<file path="config.mk">
export PLATFORM = sky130hd
export DESIGN_NAME = matrix_mac_engine_flat
export DESIGN_NICKNAME = d
export VERILOG_FILES = /design/src/rtl/matrix_mac_engine_if.sv /design/src/rtl/matrix_mac_engine.sv /design/src/flat_wrapper.sv
export SDC_FILE = /design/constraint.sdc
export NUM_CORES = 2
export LEC_CHECK = 0
export CORE_UTILIZATION = 45
export CTS_CLUSTER_SIZE = 24
export DETAILED_ROUTE_END_ITERATION = 10
export PLACE_DENSITY = 0.7
export SKIP_CTS_REPAIR_TIMING = 1
export SYNTH_ARGS = -nofsm -noshare
export SYNTH_HDL_FRONTEND = slang
export SYNTH_SLANG_ARGS = --single-unit
</file>
<file path="constraint.sdc">
create_clock -name clk -period 12.2 [get_ports clk]
set_input_delay 3.05 -clock clk [delete_from_list [all_inputs] [get_ports clk]]
set_output_delay 3.05 -clock clk [all_outputs]
set_load 0.01 [all_outputs]
</file>
<file path="src/rtl/matrix_mac_engine_if.sv">
// rtl/matrix_mac_engine_if.sv - operand/result handshake bundle for matrix_mac_engine
interface matrix_mac_engine_if #(
  parameter int N  = 2,
  parameter int W  = 32,
  parameter int OW = 2 * W + $clog2(N)
);
  logic                start;
  logic                accumulate;
  logic [N*N*W-1:0]    mat_a;
  logic [N*N*W-1:0]    mat_b;
  logic                out_ack;
  logic [N*N*OW-1:0]   out_matrix;
  logic                out_ready;
  logic                busy;
  logic                overflow;

  modport master (
    output start, accumulate, mat_a, mat_b, out_ack,
    input  out_matrix, out_ready, busy, overflow
  );

  modport slave (
    input  start, accumulate, mat_a, mat_b, out_ack,
    output out_matrix, out_ready, busy, overflow
  );
endinterface

</file>
<file path="src/rtl/matrix_mac_engine.sv">
// rtl/matrix_mac_engine.sv - sequential N x N signed matrix multiply-accumulate engine
module matrix_mac_engine #(
  parameter int N  = 2,
  parameter int W  = 32,
  parameter int OW = 2 * W + $clog2(N)
) (
  input  logic                    clk,
  input  logic                    rst,
  matrix_mac_engine_if.slave      io
);
  localparam int AW = 2 * W + $clog2(N);
  localparam int TW = AW + 1;
  localparam int CW = $clog2(N);
  localparam int IW = $clog2(N * N);

  localparam logic signed [TW-1:0] SAT_MAX = {{(TW-OW+1){1'b0}}, {(OW-1){1'b1}}};
  localparam logic signed [TW-1:0] SAT_MIN = {{(TW-OW+1){1'b1}}, {(OW-1){1'b0}}};

  typedef enum logic [1:0] {IDLE, CALC, DONE} state_t;
  state_t state, state_next;

  logic [N*N*W-1:0]        a_reg;
  logic [N*N*W-1:0]        b_reg;
  logic                    acc_mode;
  logic [CW-1:0]           i_cnt, j_cnt, k_cnt;
  logic signed [AW-1:0]    acc;
  logic signed [OW-1:0]    c_reg [N*N];
  logic                    ovf;
  logic                    calc_done;

  logic [IW-1:0]           a_idx, b_idx, c_idx;
  logic signed [W-1:0]     a_elem, b_elem;
  logic signed [2*W-1:0]   prod;
  logic signed [AW-1:0]    sum;
  logic signed [TW-1:0]    prev_ext;
  logic signed [TW-1:0]    total;
  logic                    sat_hi, sat_lo;
  logic signed [OW-1:0]    wr_val;
  logic                    k_last, j_last, i_last;

  always_comb begin
    a_idx  = IW'(i_cnt) * IW'(N) + IW'(k_cnt);
    b_idx  = IW'(k_cnt) * IW'(N) + IW'(j_cnt);
    c_idx  = IW'(i_cnt) * IW'(N) + IW'(j_cnt);
    a_elem = a_reg[a_idx*W +: W];
    b_elem = b_reg[b_idx*W +: W];
    prod   = a_elem * b_elem;
    sum    = acc + AW'(prod);
  end

  // In accumulate mode the held result element is folded into the final sum.
  always_comb begin
    prev_ext = '0;
    if (acc_mode) begin
      prev_ext = TW'(c_reg[c_idx]);
    end
    total  = TW'(sum) + prev_ext;
    sat_hi = total > SAT_MAX;
    sat_lo = total < SAT_MIN;
    if (sat_hi) begin
      wr_val = SAT_MAX[OW-1:0];
    end else if (sat_lo) begin
      wr_val = SAT_MIN[OW-1:0];
    end else begin
      wr_val = total[OW-1:0];
    end
  end

  assign k_last = (k_cnt == CW'(N - 1));
  assign j_last = (j_cnt == CW'(N - 1));
  assign i_last = (i_cnt == CW'(N - 1));

  always_comb begin
    state_next = state;
    case (state)
      IDLE:    if (io.start)   state_next = CALC;
      CALC:    if (calc_done)  state_next = DONE;
      DONE:    if (io.out_ack) state_next = IDLE;
      default: state_next = IDLE;
    endcase
  end

  always_ff @(posedge clk) begin
    if (rst) begin
      state <= IDLE;
    end else begin
      state <= state_next;
    end
  end

  // calc_done gives the extra cycle between the last element write and DONE.
  always_ff @(posedge clk) begin
    if (rst) begin
      a_reg     <= '0;
      b_reg     <= '0;
      acc_mode  <= 1'b0;
      i_cnt     <= '0;
      j_cnt     <= '0;
      k_cnt     <= '0;
      acc       <= '0;
      ovf       <= 1'b0;
      calc_done <= 1'b0;
      for (int e = 0; e < N * N; e++) begin
        c_reg[e] <= '0;
      end
    end else begin
      case (state)
        IDLE: begin
          if (io.start) begin
            a_reg     <= io.mat_a;
            b_reg     <= io.mat_b;
            acc_mode  <= io.accumulate;
            i_cnt     <= '0;
            j_cnt     <= '0;
            k_cnt     <= '0;
            acc       <= '0;
            ovf       <= 1'b0;
            calc_done <= 1'b0;
          end
        end
        CALC: begin
          if (!calc_done) begin
            if (k_last) begin
              c_reg[c_idx] <= wr_val;
              ovf          <= ovf | sat_hi | sat_lo;
              acc          <= '0;
              k_cnt        <= '0;
              if (j_last) begin
                j_cnt <= '0;
                if (i_last) begin
                  i_cnt     <= '0;
                  calc_done <= 1'b1;
                end else begin
                  i_cnt <= i_cnt + 1'b1;
                end
              end else begin
                j_cnt <= j_cnt + 1'b1;
              end
            end else begin
              acc   <= sum;
              k_cnt <= k_cnt + 1'b1;
            end
          end
        end
        default: begin
        end
      endcase
    end
  end

  for (genvar e = 0; e < N * N; e++) begin : g_out
    assign io.out_matrix[e*OW +: OW] = c_reg[e];
  end

  assign io.busy      = (state != IDLE);
  assign io.out_ready = (state == DONE);
  assign io.overflow  = ovf;
endmodule

</file>
<file path="src/flat_wrapper.sv">
// flat-port wrapper written by rule: the top's interface ports become plain ports
module matrix_mac_engine_flat 
#(
  parameter int N  = 2,
  parameter int W  = 32,
  parameter int OW = 2 * W + $clog2(N)
)
  (clk, rst, io_start, io_accumulate, io_mat_a, io_mat_b, io_out_ack, io_out_matrix, io_out_ready, io_busy, io_overflow);
  matrix_mac_engine_if #(.N(N), .W(W), .OW(OW)) io_i ();
  input  logic clk;
  input  logic rst;
  input wire logic [$bits(io_i.start)-1:0] io_start;
  input wire logic [$bits(io_i.accumulate)-1:0] io_accumulate;
  input wire logic [$bits(io_i.mat_a)-1:0] io_mat_a;
  input wire logic [$bits(io_i.mat_b)-1:0] io_mat_b;
  input wire logic [$bits(io_i.out_ack)-1:0] io_out_ack;
  output wire logic [$bits(io_i.out_matrix)-1:0] io_out_matrix;
  output wire logic [$bits(io_i.out_ready)-1:0] io_out_ready;
  output wire logic [$bits(io_i.busy)-1:0] io_busy;
  output wire logic [$bits(io_i.overflow)-1:0] io_overflow;
  assign io_i.start = io_start;
  assign io_i.accumulate = io_accumulate;
  assign io_i.mat_a = io_mat_a;
  assign io_i.mat_b = io_mat_b;
  assign io_i.out_ack = io_out_ack;
  assign io_out_matrix = io_i.out_matrix;
  assign io_out_ready = io_i.out_ready;
  assign io_busy = io_i.busy;
  assign io_overflow = io_i.overflow;
  matrix_mac_engine #(.N(N), .W(W), .OW(OW)) u_core (.clk(clk), .rst(rst), .io(io_i));
endmodule
</file>
==> tab_implementation.tex <==
\begin{tabular}{lr}
\hline
Metric & Value \\
\hline
\multicolumn{2}{l}{\textbf{STA}} \\
\quad Number of hold violations in the final report & 0 \\
\quad Maximum achievable frequency & 0.0843 GHz \\
\quad Min Clock Period, post-route & 11860 ps \\
\quad Unrepaired setup endpoints after global routing & true \\
\quad Max Slew Vio Count & 0 \\
\quad Post-route fraction of the period consumed by the critical path & 97.2\% \\
\quad Worst slack on hold paths & 453 ps \\
\quad Setup-violating endpoint count in the final report & 0 \\
\quad Rel. slew slack & 20.5\% \\
\quad Worst clock skew & 87.0 ps \\
\quad Actual transition at the worst max-transition pin & 1190 ps \\
\multicolumn{2}{l}{\textbf{Layout}} \\
\quad Post-layout instance area & 80700 um2 \\
\quad Area Growth Syn to Fin & 17.5\% \\
\quad Largest register FFs & 260 \\
\quad Final standard cell utilization of the core & 53.6\% \\
\quad Post-route insts no fill & 9967 \\
\quad Layout cell share with drive strength beyond 1 & 9.41\% \\
\quad Most frequent cells in the layout & inv\_1 (1236), nand2\_1 (1234), fa\_1 (1216) \\
\quad Most frequent standard cell in the layout excluding fill and tap cells & inv\_1 \\
\quad NumNets Final & 9662 \\
\quad Fill cell total of the finished layout & 13500 \\
\multicolumn{2}{l}{\textbf{Detailed routing}} \\
\quad Uppermost layer routed & met5 \\
\quad WL met1 & 96500 um \\
\quad Violation count after the first detailed-route iteration & 5424 \\
\quad Amount of wire on met3 after detailed routing & 24000 um \\
\quad Number of nets with antenna violations after detailed routing & 0 \\
\quad Detailed-routed wire length on met2 & 107000 um \\
\quad Total detailed-routing wirelength & 235000 um \\
\quad Avg WL per Cell & 23.6 um \\
\quad Routed via count & 55500 \\
\quad Vias per std cell & 5.57 \\
\quad Drt drc & 0 \\
\quad Number of optimization iterations in the first detailed-route pass & 9 \\
\multicolumn{2}{l}{\textbf{Worst setup path}} \\
\quad Worst Setup Start Kind & flop \\
\quad Endpoint class of the critical path & flop \\
\quad Most common cell on crit path & fa\_1 \\
\quad Required time of the critical path & 12650 ps \\
\quad Arrival time worst endpoint & 12310 ps \\
\quad Worst setup path category & flop to flop \\
\quad Max Fanout on Critical Path & 32 \\
\quad Largest incremental delay on the critical path & 660 ps \\
\quad Crit path max-delay cell type & fa\_1 \\
\multicolumn{2}{l}{\textbf{CTS}} \\
\quad Clk Latency, worst-skew pair & 720 ps \\
\quad Clock-pin slew on the worst setup and hold paths & 70 ps \\
\quad TritonCTS Buffers & 61 \\
\quad Clk root buf & clkbuf\_16 \\
\quad TritonCTS clock tree & built \\
\quad Number of levels in the clock H-tree & 2 \\
\quad Number of buffers on the longest clock path & 3 \\
\quad TritonCTS Sinks & 589 \\
\multicolumn{2}{l}{\textbf{Yosys}} \\
\quad Post-synthesis cell count & 7361 \\
\quad Number of synthesized flops with an enable pin & 260 \\
\quad Portion of the post-synthesis area used by sequential elements & 21.0\% \\
\quad Syn Nets & 9128 \\
\quad Post-synth design cell area & 68700 um2 \\
\quad Synthesized area per cell & 9.33 um2 \\
\quad Unique masters post-synth & 95 \\
\quad Most frequently used flop master after synthesis & dfxtp\_1 \\
\quad Flip-flop and latch count after synthesis & 589 \\
\quad Synth warn & 0 \\
\quad Share of async-settable or async-resettable flops after synthesis & 0\% \\
\multicolumn{2}{l}{\textbf{Floorplan}} \\
\quad Number of I/O pins & 524 \\
\quad Die Width & 393 um \\
\quad Height of the chip & 393 um \\
\quad Total die area & 154000 um2 \\
\quad Cell row count & 142 \\
\quad Floorplan core area & 151000 um2 \\
\quad Initial standard-cell utilization of the core & 45.6\% \\
\multicolumn{2}{l}{\textbf{Placed design}} \\
\quad Half-perimeter wire length of the detailed placement result & 192000 um \\
\quad Routability-driven placement congestion ratio & 1.00 \\
\quad Count of port buffers added during placement & 523 \\
\quad Placed Cells & 9809 \\
\quad Placed inst area & 77900 um2 \\
\multicolumn{2}{l}{\textbf{GRT}} \\
\quad Pin count of the biggest net entering global routing & 225 \\
\quad Global-route usage over all layers & 30.7\% \\
\quad Total global routing overflow & 0 \\
\quad Wire length of the first global-routing pass & 358000 um \\
\quad Number of global-route vias before repair & 57800 \\
\quad Antenna violations before repair & 8 \\
\multicolumn{2}{l}{\textbf{Flow run}} \\
\quad Number of max-cap violations & 0 \\
\multicolumn{2}{l}{\textbf{Hold path}} \\
\quad Hold Crit Class & flop to flop \\
\multicolumn{2}{l}{\textbf{Outcome}} \\
\quad Result of the run & finished, final reports clean \\
\hline
\end{tabular}
==> through the flow <==
step                setup TNS [ps]  setup WS, ps
floorplan                        0          80.8
global placement                 0          18.9
detailed placement           -26.9         -9.15
CTS                          -67.8         -16.5
global route                 -9120          -113
finish                           0           336
==> worst paths after layout <==
check	slack (ps)	end	cells after the start	start
worst max-delay path	340	u_core.c_reg[1][6]$_SDFFCE_PN0P_	50	u_core.j_cnt$_SDFFE_PP0P_
worst min-delay path	450	u_core.a_reg[45]$_SDFFE_PP0P_	2	u_core.a_reg[45]$_SDFFE_PP0P_
worst max register to register	340	u_core.c_reg[1][6]$_SDFFCE_PN0P_	50	u_core.j_cnt$_SDFFE_PP0P_
worst min register to register	450	u_core.a_reg[45]$_SDFFE_PP0P_	2	u_core.a_reg[45]$_SDFFE_PP0P_
==> routing by layer <==
layer  vias to the layer above  global-route usage (%)
met2                      2697                    48.3
li1                      24200                       -
met1                     28200                    42.2
met3                       401                    7.68
met5                         -                       0
met4                        12                    8.45
==> cells by family after synthesis <==
group                    Yosys count  share of synthesized area (%)
AND/OR/NAND/NOR                 2143                           13.0
AO/OA/AOI/OAI                   1121                           9.82
XOR/XNOR                         141                           1.81
adder cells (fa/ha/maj)         1511                           40.9
multiplexers                     184                           4.25
buffers and inverters           1672                           9.27
flip-flops                       589                           21.0
==> cells in the mapped netlist, drive strengths merged (50+ instances only) <==
cell	count	area share, %
dfxtp	329	9.6
fa	1223	36
o21ai	340	2.6
clkbuf	356	2.0
mux4	80	2.6
edfxtp	260	11
xor2	50	0.64
mux2	51	0.84
ha	283	5.2
a21o	59	0.65
nor2	555	3.0
buf	78	0.55
o21a	60	0.66
nand2	1245	6.8
a22oi	61	0.67
mux2i	53	0.79
and2	148	1.3
a21oi	430	3.1
inv	1237	6.8
xnor2	91	1.2
==> cell type report <==
type                            count  area (um2)  area share (%)
Inverter                         1238        4650            5.76
Clock buffer                       82        1710            2.11
Antenna cell                        5        12.5          0.0155
Tap cell                         2016        2520            3.13
Sequential cell                   589       14400            17.9
Clock inverter                     32         292           0.361
Timing Repair Buffer              903        8760            10.9
Multi-Input combinational cell   5102       48400            59.9
==> worst max-delay path: cells and delay by family, from the launching register on <==
kind,cells,cell delay (ps)
adders and majority gates,10,4860
AOI/OAI and AO/OA,13,2120
buffers and inverters,14,1910
and+or+nand+nor,11,1780
DFF,1,430
muxes,1,310
xor gates and xnor gates,1,160
Power is not shown: default switching activity piles up to over one toggle a cycle in this logic, so the estimate is an artifact.
